## config.mk

```make
export PLATFORM = sky130hd
export DESIGN_NAME = usb_kbd_event_decoder
export DESIGN_NICKNAME = d
export VERILOG_FILES = /design/src/rtl/usb_kbd_pkg.sv /design/src/rtl/sync_fifo.sv /design/src/rtl/usb_kbd_event_decoder.sv
export SDC_FILE = /design/constraint.sdc
export NUM_CORES = 1
export LEC_CHECK = 0
export BUFFER_PORTS_ARGS = -buffer_cell sky130_fd_sc_hd__buf_2
export CAP_MARGIN = 20
export CORE_MARGIN = 8
export CORE_UTILIZATION = 55
export DETAILED_ROUTE_END_ITERATION = 8
export PLACE_DENSITY = 0.71
export RECOVER_POWER = 100
export REMOVE_ABC_BUFFERS = 1
export SLEW_MARGIN = 10
export SYNTH_ARGS = -nofsm -noshare
export SYNTH_HDL_FRONTEND = slang
export SYNTH_SLANG_ARGS = --single-unit
export TNS_END_PERCENT = 20
```

## constraint.sdc

```tcl
create_clock -name clk -period 5.6 [get_ports clk]
set_clock_uncertainty 0.15 [all_clocks]
set_input_delay 0.28 -clock clk [delete_from_list [all_inputs] [get_ports clk]]
set_output_delay 0.28 -clock clk [all_outputs]
set_load 0.05 [all_outputs]
```

## src/rtl/usb_kbd_pkg.sv

```systemverilog
// Shared types and constants for the USB boot-keyboard event decoder.
package usb_kbd_pkg;

    localparam int         EVENT_W        = 9;
    localparam int         NUM_KEYS       = 6;
    localparam logic [7:0] ERR_ROLLOVER   = 8'h01;
    localparam logic [7:0] MOD_USAGE_BASE = 8'hE0;

    typedef enum logic [2:0] {
        IDLE,
        MOD,
        REL,
        PRS,
        COMMIT
    } state_e;

    function automatic logic has_rollover(input logic [8*NUM_KEYS-1:0] keys);
        logic hit;
        hit = 1'b0;
        for (int k = 0; k < NUM_KEYS; k++) begin
            if (keys[8*k +: 8] == ERR_ROLLOVER) hit = 1'b1;
        end
        return hit;
    endfunction

endpackage

```

## src/rtl/sync_fifo.sv

```systemverilog
// First-word-fall-through FIFO; data_o shows the head entry (zero when empty).
module sync_fifo #(
    parameter int WIDTH = 9,
    parameter int DEPTH = 16
) (
    input  logic             clk,
    input  logic             reset_ni,
    input  logic             push_i,
    input  logic [WIDTH-1:0] data_i,
    input  logic             pop_i,
    output logic [WIDTH-1:0] data_o,
    output logic             empty_o,
    output logic             full_o
);
    localparam int AW = $clog2(DEPTH);

    logic [WIDTH-1:0] mem_q [DEPTH];
    logic [AW:0]      wr_ptr_q, wr_ptr_d;
    logic [AW:0]      rd_ptr_q, rd_ptr_d;
    logic             do_push, do_pop;

    assign empty_o = (wr_ptr_q == rd_ptr_q);
    assign full_o  = (wr_ptr_q[AW] != rd_ptr_q[AW]) &&
                     (wr_ptr_q[AW-1:0] == rd_ptr_q[AW-1:0]);
    assign do_pop  = pop_i && !empty_o;
    // A pop in the same cycle frees the slot a full-FIFO push lands in.
    assign do_push = push_i && (!full_o || do_pop);
    assign data_o  = empty_o ? '0 : mem_q[rd_ptr_q[AW-1:0]];

    always_comb begin
        wr_ptr_d = wr_ptr_q;
        rd_ptr_d = rd_ptr_q;
        if (do_push) wr_ptr_d = wr_ptr_q + 1'b1;
        if (do_pop)  rd_ptr_d = rd_ptr_q + 1'b1;
    end

    always_ff @(posedge clk or negedge reset_ni) begin
        if (!reset_ni) begin
            wr_ptr_q <= '0;
            rd_ptr_q <= '0;
        end else begin
            wr_ptr_q <= wr_ptr_d;
            rd_ptr_q <= rd_ptr_d;
        end
    end

    always_ff @(posedge clk) begin
        if (do_push) mem_q[wr_ptr_q[AW-1:0]] <= data_i;
    end

endmodule

```

## src/rtl/usb_kbd_event_decoder.sv

```systemverilog
// Diffs successive HID boot-keyboard reports into press/release events.
// Define KBD_MODIFIER_EVENTS_EN to also emit events for modifier-bit changes.
module usb_kbd_event_decoder
    import usb_kbd_pkg::*;
#(
    parameter int FIFO_DEPTH   = 16,
    parameter int REPORT_BYTES = 8
) (
    input  logic                      clk,
    input  logic                      reset_ni,
    input  logic [REPORT_BYTES*8-1:0] report_i,
    input  logic                      report_valid_i,
    output logic [EVENT_W-1:0]        event_o,
    output logic                      event_valid_o,
    input  logic                      event_ready_i,
    output logic [7:0]                mods_o,
    output logic                      overflow_o,
    input  logic                      clear_overflow_i
);
    localparam int KW = 8 * NUM_KEYS;

    state_e          state_q, state_d;
    logic [2:0]      idx_q, idx_d;
    logic [7:0]      pend_mods_q, pend_mods_d;
    logic [KW-1:0]   pend_keys_q, pend_keys_d;
    logic            pend_vld_q, pend_vld_d;
    logic [7:0]      cur_mods_q, cur_mods_d;
    logic [KW-1:0]   cur_keys_q, cur_keys_d;
    logic [KW-1:0]   prev_keys_q, prev_keys_d;
    logic [7:0]      mods_q, mods_d;
    logic            ovf_q, ovf_d;

    logic               push;
    logic [EVENT_W-1:0] push_data;
    logic               fifo_empty, fifo_full, pop;
    logic               unused_reserved;

    logic [7:0] key_a [NUM_KEYS];
    logic [7:0] key_b [NUM_KEYS];
    logic [7:0] probe;
    logic       hit, dup;

    assign unused_reserved = ^report_i[15:8];

    // REL scans prev against cur; PRS scans cur against prev.
    always_comb begin
        for (int j = 0; j < NUM_KEYS; j++) begin
            key_a[j] = (state_q == PRS) ? cur_keys_q[8*j +: 8]  : prev_keys_q[8*j +: 8];
            key_b[j] = (state_q == PRS) ? prev_keys_q[8*j +: 8] : cur_keys_q[8*j +: 8];
        end
        probe = '0;
        for (int j = 0; j < NUM_KEYS; j++) begin
            if (idx_q == 3'(j)) probe = key_a[j];
        end
        hit = 1'b0;
        dup = 1'b0;
        for (int j = 0; j < NUM_KEYS; j++) begin
            if (key_b[j] == probe) hit = 1'b1;
            if ((3'(j) < idx_q) && (key_a[j] == probe)) dup = 1'b1;
        end
    end

    always_comb begin
        state_d     = state_q;
        idx_d       = idx_q;
        pend_mods_d = pend_mods_q;
        pend_keys_d = pend_keys_q;
        pend_vld_d  = pend_vld_q;
        cur_mods_d  = cur_mods_q;
        cur_keys_d  = cur_keys_q;
        prev_keys_d = prev_keys_q;
        mods_d      = mods_q;
        push        = 1'b0;
        push_data   = '0;

        case (state_q)
            IDLE: begin
                if (pend_vld_q) begin
                    pend_vld_d = 1'b0;
                    if (!has_rollover(pend_keys_q)) begin
                        cur_mods_d = pend_mods_q;
                        cur_keys_d = pend_keys_q;
                        idx_d      = '0;
`ifdef KBD_MODIFIER_EVENTS_EN
                        state_d    = MOD;
`else
                        state_d    = REL;
`endif
                    end
                end
            end
`ifdef KBD_MODIFIER_EVENTS_EN
            MOD: begin
                if (cur_mods_q[idx_q] != mods_q[idx_q]) begin
                    push      = 1'b1;
                    push_data = {cur_mods_q[idx_q], MOD_USAGE_BASE + {5'd0, idx_q}};
                end
                idx_d = idx_q + 3'd1;
                if (idx_q == 3'd7) begin
                    idx_d   = '0;
                    state_d = REL;
                end
            end
`endif
            REL, PRS: begin
                if ((probe != 8'h00) && !hit && !dup) begin
                    push      = 1'b1;
                    push_data = {(state_q == PRS), probe};
                end
                idx_d = idx_q + 3'd1;
                if (idx_q == 3'(NUM_KEYS - 1)) begin
                    idx_d   = '0;
                    state_d = (state_q == REL) ? PRS : COMMIT;
                end
            end
            COMMIT: begin
                prev_keys_d = cur_keys_q;
                mods_d      = cur_mods_q;
                state_d     = IDLE;
            end
            default: state_d = IDLE;
        endcase

        // Latest report wins, even over the one being consumed this cycle.
        if (report_valid_i) begin
            pend_mods_d = report_i[7:0];
            pend_keys_d = report_i[16 +: KW];
            pend_vld_d  = 1'b1;
        end
    end

    assign pop   = event_valid_o && event_ready_i;
    assign ovf_d = (push && fifo_full && !pop) ? 1'b1 :
                   (clear_overflow_i ? 1'b0 : ovf_q);

    always_ff @(posedge clk or negedge reset_ni) begin
        if (!reset_ni) begin
            state_q     <= IDLE;
            idx_q       <= '0;
            pend_mods_q <= '0;
            pend_keys_q <= '0;
            pend_vld_q  <= 1'b0;
            cur_mods_q  <= '0;
            cur_keys_q  <= '0;
            prev_keys_q <= '0;
            mods_q      <= '0;
            ovf_q       <= 1'b0;
        end else begin
            state_q     <= state_d;
            idx_q       <= idx_d;
            pend_mods_q <= pend_mods_d;
            pend_keys_q <= pend_keys_d;
            pend_vld_q  <= pend_vld_d;
            cur_mods_q  <= cur_mods_d;
            cur_keys_q  <= cur_keys_d;
            prev_keys_q <= prev_keys_d;
            mods_q      <= mods_d;
            ovf_q       <= ovf_d;
        end
    end

    sync_fifo #(
        .WIDTH (EVENT_W),
        .DEPTH (FIFO_DEPTH)
    ) u_fifo (
        .clk      (clk),
        .reset_ni (reset_ni),
        .push_i   (push),
        .data_i   (push_data),
        .pop_i    (pop),
        .data_o   (event_o),
        .empty_o  (fifo_empty),
        .full_o   (fifo_full)
    );

    assign event_valid_o = !fifo_empty;
    assign mods_o        = mods_q;
    assign overflow_o    = ovf_q;

endmodule

```

==> metrics, run 1 <==
Critical Path Fanout Max 13; hold slack 0.324 ns; first-pass GRT wire length 55200 um; Seq. cell area 0.00898 mm^2; final worst-path cycle share 91.9%; Worst Path Required 5.63 ns; Hold WC Path Type input pin to flop; worst flop-to-flop path startpoint state_q[2]$_DFFE_PN0P_; Power Density 701 mW/mm^2; GR Util All Layers 20.2%; Seq/Total Area, Yosys 56.3%; Post-Synth Simple-Gate Area 7.23%; routability cong. 0.883; clock period minus worst slack 5.15 ns; DIE AREA 0.0347 mm^2; Critical Path AT 5.18 ns; worst-margin pin slew 3.24 ns; Buf+Inv Stages, Crit Path 1; Multi-input gate area 0.00659 mm^2; Initial Util 55.7%; dominant cell type by area after synthesis dfrtp_1; CP startpoint state_q[2]$_DFFE_PN0P_; XOR/XNOR Fraction of Synth Area 5.38%; Core ar. 0.0286 mm^2; Peak Freq 0.194 GHz; CP max stage cell a211oi_4; worst setup margin 0.453 ns; family with the most delay on the worst path simple AND/OR/NAND/NOR gates; Final Instance Area 0.0186 mm^2; hold_sp clear_overflow_i; clock tree root driver cell clkbuf_16; main combinational cell family by area after synthesis multiplexers; Die X 186 um; critical path class flop to flop; CTS buffer count 35; Ys Warns 0; # hold bufs at CTS 59; commonest cells after routing, fill and taps aside 186 x dfrtp_1, 170 x mux2_2, 144 x edfxtp_1, 85 x mux2i_1, 77 x xnor2_1; Final Hold Vio Count 0; Inserted Diodes 0; drt initial violations 498; fraction of layout cells with a size suffix above 1 31.0%; CP Cell Sequence and3b_2, mux2i_1, o221ai_1, a211oi_4, xnor2_1, nand4_1, nor4_1, nor4_4, nand4_4, nor3b_1, and2_0, clkbuf_2; most common cell after layout, fill and taps aside dfrtp_1; setup TNS 0 ns; post-synth cell types 73; Area after DPL 0.0170 mm^2; failing checks capacitance limit, slew limit; DRT Pass-1 Iters 5; pre-CTS setup slack 0.541 ns; register bit total from synthesis 330; CP startpoint kind flop; Top-Level Pins 88; Buffers on Ports 79; Layout Nets 1335; Setup violations, final 0; Vias per Instance 5.74; TritonCTS Sinks 330; fillers 2078; Mean Syn Cell Area 14.6 um^2; worst skew pair latency 0.51 ns; Setup Buffers After CTS 0; P&R area growth vs syn 16.6%; CTS tree done; Synth Area in Compound Gates 4.17%; dominant cells by area after synthesis dfrtp_1 29%, edfxtp_1 27%, mux2_2 12%; DP Wirelength 23300 um; WL per Instance 20.4 um; predominant post-synthesis flop cell dfrtp_1; Bufs on Longest Clock Path 3; antenna violations before repair 0; Rel. slew slack -116%; RSZ-0062 raised after global routing no; crit end category flop; row cnt 62; Post-synth ARST share 56.4%; Routed Antenna Nets 0; GRT overflow 0; mux cell area share after synthesis 23.9%; die height 186 um; leak pwr 7.48 nW; Post-Syn Area 0.0159 mm^2; DRT Wirelength 34000 um; final slew viol count 319; adder-cell share of the synthesized area 0.628%; vias in the first global route 10100; Worst-path clk slew 0.06 ns; H-tree Lvls 2; top-area cell type share of the netlist area 29.2%; CTS resizes 0; # DRC 0; post-synthesis cell count 1093; largest net degree at the start of global routing 66; status complete, but fails checks; Max-Cap Viols 6; via count 9568; EDFF count, synth 144; Peak VDD IR 0.364 mV; worst stage delay on the critical path 0.94 ns
cells by family (layout without fill, tap and decap cells):
kind of cell	Yosys count	count (layout)
and+or+nand+nor	190	190
buffers and inverters	74	263
muxes	303	303
DFF	330	330
xor gates and xnor gates	98	98
AOI/OAI and AO/OA	90	90
adders and majority gates	8	8
stage by stage:
step	std cells	utilization, %	total power, mW
after floorplan	1025	-	8.90
after global placement	1546	59.5	10.7
after detailed placement	1546	59.5	10.8
after CTS	1666	65.6	13.3
after global routing	1666	65.0	13.8
final	1666	65.0	13.0
state kept, by name (all words and copies together), names as in the netlist:
name,count
cur_keys_q,48
idx_q,3
u_fifo.mem_q,144
u_fifo.rd_ptr_q,5
cur_mods_q,8
pend_keys_q,48
pend_mods_q,8
prev_keys_q,48
mods_o,8
u_fifo.wr_ptr_q,5
pend_vld_q,1
overflow_o,1
state_q,3
path summary, 6_finish.rpt:
check	to	cells past startpoint	slack, ns
setup / recovery	u_fifo.mem_q[3][4]$_DFFE_PP_	12	0.45
hold / removal	overflow_o$_DFFE_PN0P_	3	0.32
setup reg to reg	u_fifo.mem_q[3][4]$_DFFE_PP_	12	0.45
hold reg to reg	mods_o[7]$_DFFE_PN0N_	1	0.34
max in group asynchronous	pend_keys_q[0]$_DFFE_PN0P_	3	1.19
min in group asynchronous	pend_mods_q[4]$_DFFE_PN0P_	2	1.25
power breakdown:
group / leakage (nW) / switching (mW) / internal (mW)
clock: 0.565 / 0.926 / 1.42
combinational: 3.26 / 3.59 / 2.68
sequential: 3.66 / 0.588 / 3.83
synthesized netlist by cell type (all sizes together) (21+ instances only):
master and instances:
a21oi 21, buf 31, clkbuf 37, dfrtp 186
edfxtp 144, mux2 172, mux2i 86, mux4 45
nand2 35, nor2 27, xnor2 77, xor2 21
worst register-to-register path, stage by stage, from the launching register on:
cell	delay, ns
dfrtp_1	0.46
and3b_2	0.55
mux2i_1	0.37
o221ai_1	0.30
a211oi_4	0.94
xnor2_1	0.17
nand4_1	0.15
nor4_1	0.09
nor4_4	0.38
nand4_4	0.28
nor3b_1	0.51
and2_0	0.20
clkbuf_2	0.28
area by class of cell:
class                      count  share of cell area (%)
multi-input combinational    689                    35.4
timing repair buffer         196                    7.27
inverter                       6                   0.121
tap                          384                    2.58
clock buffer                  43                    5.21
sequential                   330                    48.3
clock inverter                18                    1.08
per-layer routing:
layer,up-vias,share of wire (%),track usage (%)
met2,181,52,35.4
met4,0,3.4,7.81
met1,4841,41,24.8
li1,4471,-,-
met3,75,3.7,3.07
met5,-,0,0
No activity file was read; power rests on OpenSTA's default activity.
==> inputs of run 2 (changes only) <==
--- a/config.mk
+++ b/config.mk
@@ -5,7 +5,7 @@
 export SDC_FILE = /design/constraint.sdc
 export NUM_CORES = 1
 export LEC_CHECK = 0
-export BUFFER_PORTS_ARGS = -buffer_cell sky130_fd_sc_hd__buf_2
+export BUFFER_PORTS_ARGS = -buffer_cell sky130_fd_sc_hd__buf_4
 export CAP_MARGIN = 20
 export CORE_MARGIN = 8
 export CORE_UTILIZATION = 55
==> metrics, run 2 (synthesis gave the netlist of run 1 again) <==
Critical Path Fanout Max 50 (+37); status complete, but fails checks; worst stage delay on the critical path 0.47 ns (-0.47 ns); Initial Util 55.7% (unchanged); worst flop-to-flop path startpoint state_q[2]$_DFFE_PN0P_; final worst-path cycle share 92.8% (+0.94 points); most common cell after layout, fill and taps aside dfrtp_1; H-tree Lvls 2 (unchanged); Critical R2R Capture u_fifo.mem_q[0][1]$_DFFE_PP_; FF-to-FF path depth 16 (+4); CP startpoint kind flop; Critical Path AT 5.24 ns (+0.06 ns); vias in the first global route 10300 (+1.8%); Worst Path Required 5.64 ns (about the same); family with the most delay on the worst path simple AND/OR/NAND/NOR gates; GRT overflow 0 (unchanged); critical path class flop to flop; Final Hold Vio Count 0 (unchanged); via count 9679 (+1.2%); drt initial violations 551 (+11%); Die X 186 um (unchanged); largest net degree at the start of global routing 102 (+55%); CTS buffer count 35 (unchanged); Setup violations, final 0 (unchanged); Worst-path clk slew 0.06 ns (about the same); pre-CTS setup slack 0.531 ns (-0.0104 ns); CP max stage cell nor2_2; CP Cell Sequence buf_4, nand3b_1, buf_12, mux2i_1, o32ai_1, o31ai_2, or2_0, buf_4, buf_4, xor2_1, or4_1, o211a_1, nand4_4, nor2_2, and3_1, clkbuf_2; Hold WC Path Type input pin to flop; Power Density 698 mW/mm^2 (-0.34%); Top-Level Pins 88 (unchanged); Routed Antenna Nets 0 (unchanged); crit end category flop; internal reg-to-reg setup slack 0.40 ns (-0.05 ns); leak pwr 7.54 nW (+0.77%); power after layout 13.1 mW (+0.64%); fillers 2107 (+1.4%); fraction of layout cells with a size suffix above 1 30.3% (-0.73 points); failing checks capacitance limit, slew limit; # DRC 0 (unchanged); worst setup margin 0.401 ns (-0.0524 ns); end of the worst hold path overflow_o$_DFFE_PN0P_; die height 186 um (unchanged); row cnt 62 (unchanged); Min-Delay Path Depth 3 (unchanged); hold_sp clear_overflow_i; worst-margin pin slew 3.43 ns (+0.191 ns); commonest cells after routing, fill and taps aside 186 x dfrtp_1, 170 x mux2_2, 144 x edfxtp_1, 87 x buf_4, 85 x mux2i_1; critical path's most frequent cell buf_4; worst skew pair latency 0.52 ns (about the same); Bufs on Longest Clock Path 3 (unchanged); routability cong. 0.912 (+3.4%); CTS resizes 0 (unchanged); WL per Instance 20.7 um (+1.6%); Rel. slew slack -129% (-13 points); Largest register FFs 144 (unchanged); Buf+Inv Stages, Crit Path 5 (+4); GR Util All Layers 20.5% (+0.30 points); clock tree root driver cell clkbuf_16; TritonCTS Sinks 330 (unchanged); Layout Nets 1331 (-0.30%); DRT Wirelength 34500 um (+1.4%); CTS tree done; first-pass GRT wire length 55500 um (+0.61%); DP Wirelength 23100 um (-0.70%); clock period minus worst slack 5.20 ns (+0.0524 ns); Max-Cap Viols 6 (unchanged); DRT Pass-1 Iters 5 (unchanged); Buffers on Ports 79 (unchanged); Vias per Instance 5.82 (+1.3%); P&R area growth vs syn 17.8%; antenna violations before repair 0 (unchanged); Core ar. 0.0286 mm^2 (unchanged); RSZ-0062 raised after global routing no; Inserted Diodes 0 (unchanged); hold slack 0.340 ns (+0.0165 ns); Peak VDD IR 0.348 mV (-4.6%); DIE AREA 0.0347 mm^2 (unchanged); Peak Freq 0.192 GHz (-1.0%); final slew viol count 346 (+8.5%)
run 2: worst max-delay path by stage:
stage	slack [ns]	end	cells past startpoint	from
3_5_place_dp	0.53	u_fifo.mem_q[4][6]$_DFFE_PP_	13	state_q[0]$_DFFE_PN0P_
3_3_place_gp	0.60	u_fifo.mem_q[4][6]$_DFFE_PP_	11	state_q[2]$_DFFE_PN0P_
2_1_floorplan	-2.12	cur_keys_q[0]$_DFFE_PN0P_	6	pend_keys_q[8]$_DFFE_PN0P_
6_report	0.40	u_fifo.mem_q[0][1]$_DFFE_PP_	16	state_q[2]$_DFFE_PN0P_
4_1_cts	0.52	u_fifo.mem_q[6][6]$_DFFE_PP_	13	state_q[0]$_DFFE_PN0P_
5_1_grt	0.14	u_fifo.mem_q[0][1]$_DFFE_PP_	15	state_q[2]$_DFFE_PN0P_
run 2: through the flow:
stage                     setup TNS [ns]  instances  util [%]  instance area (um^2)
after global routing                   0       1664      65.6                 18800
after detailed placement               0       1541      60.4                 17300
after floorplan                  -322.77       1025         -                 15600
final                                  0       1664      65.6                 18800
after CTS                              0       1663      66.5                 19000
after global placement                 0       1541      60.4                 17300
run 2: area by class of cell:
cell class,instances,area (um^2),area share (%)
sequential,330,8980,47.8
multi-input combinational,689,6600,35.1
timing repair buffer,192,1550,8.24
clock buffer,49,970,5.16
tap,384,480,2.56
clock inverter,14,183,0.973
inverter,6,22.5,0.120
run 2: tightest hold or removal path, cell delays in order:
cell and delay [ns]:
dlygate4sd3_1 0.53, buf_4 0.10, o21ai_1 0.06
run 2: power breakdown:
| group | switching (mW) | internal, mW | leakage (nW) | total [mW] |
|---|---|---|---|---|
| logic | 3.66 | 2.70 | 3.32 | 6.37 |
| clock network | 0.913 | 1.40 | 0.559 | 2.31 |
| registers | 0.602 | 3.83 | 3.66 | 4.43 |
run 2: layer usage:
layer	global-route usage [%]	wire length, um	vias up
li1	-	-	4458
met3	3.09	1400	80
met5	0	0	-
met1	25.4	14100	4916
met4	7.59	1120	0
met2	35.9	17900	225
run 2: repair_timing:
item | CTS | global route
setup buffers | 0 | 0
endpoints found under the setup margin | 0 | 0
hold buffers | 59 | 0
hold endpoints to repair | 158 | 0
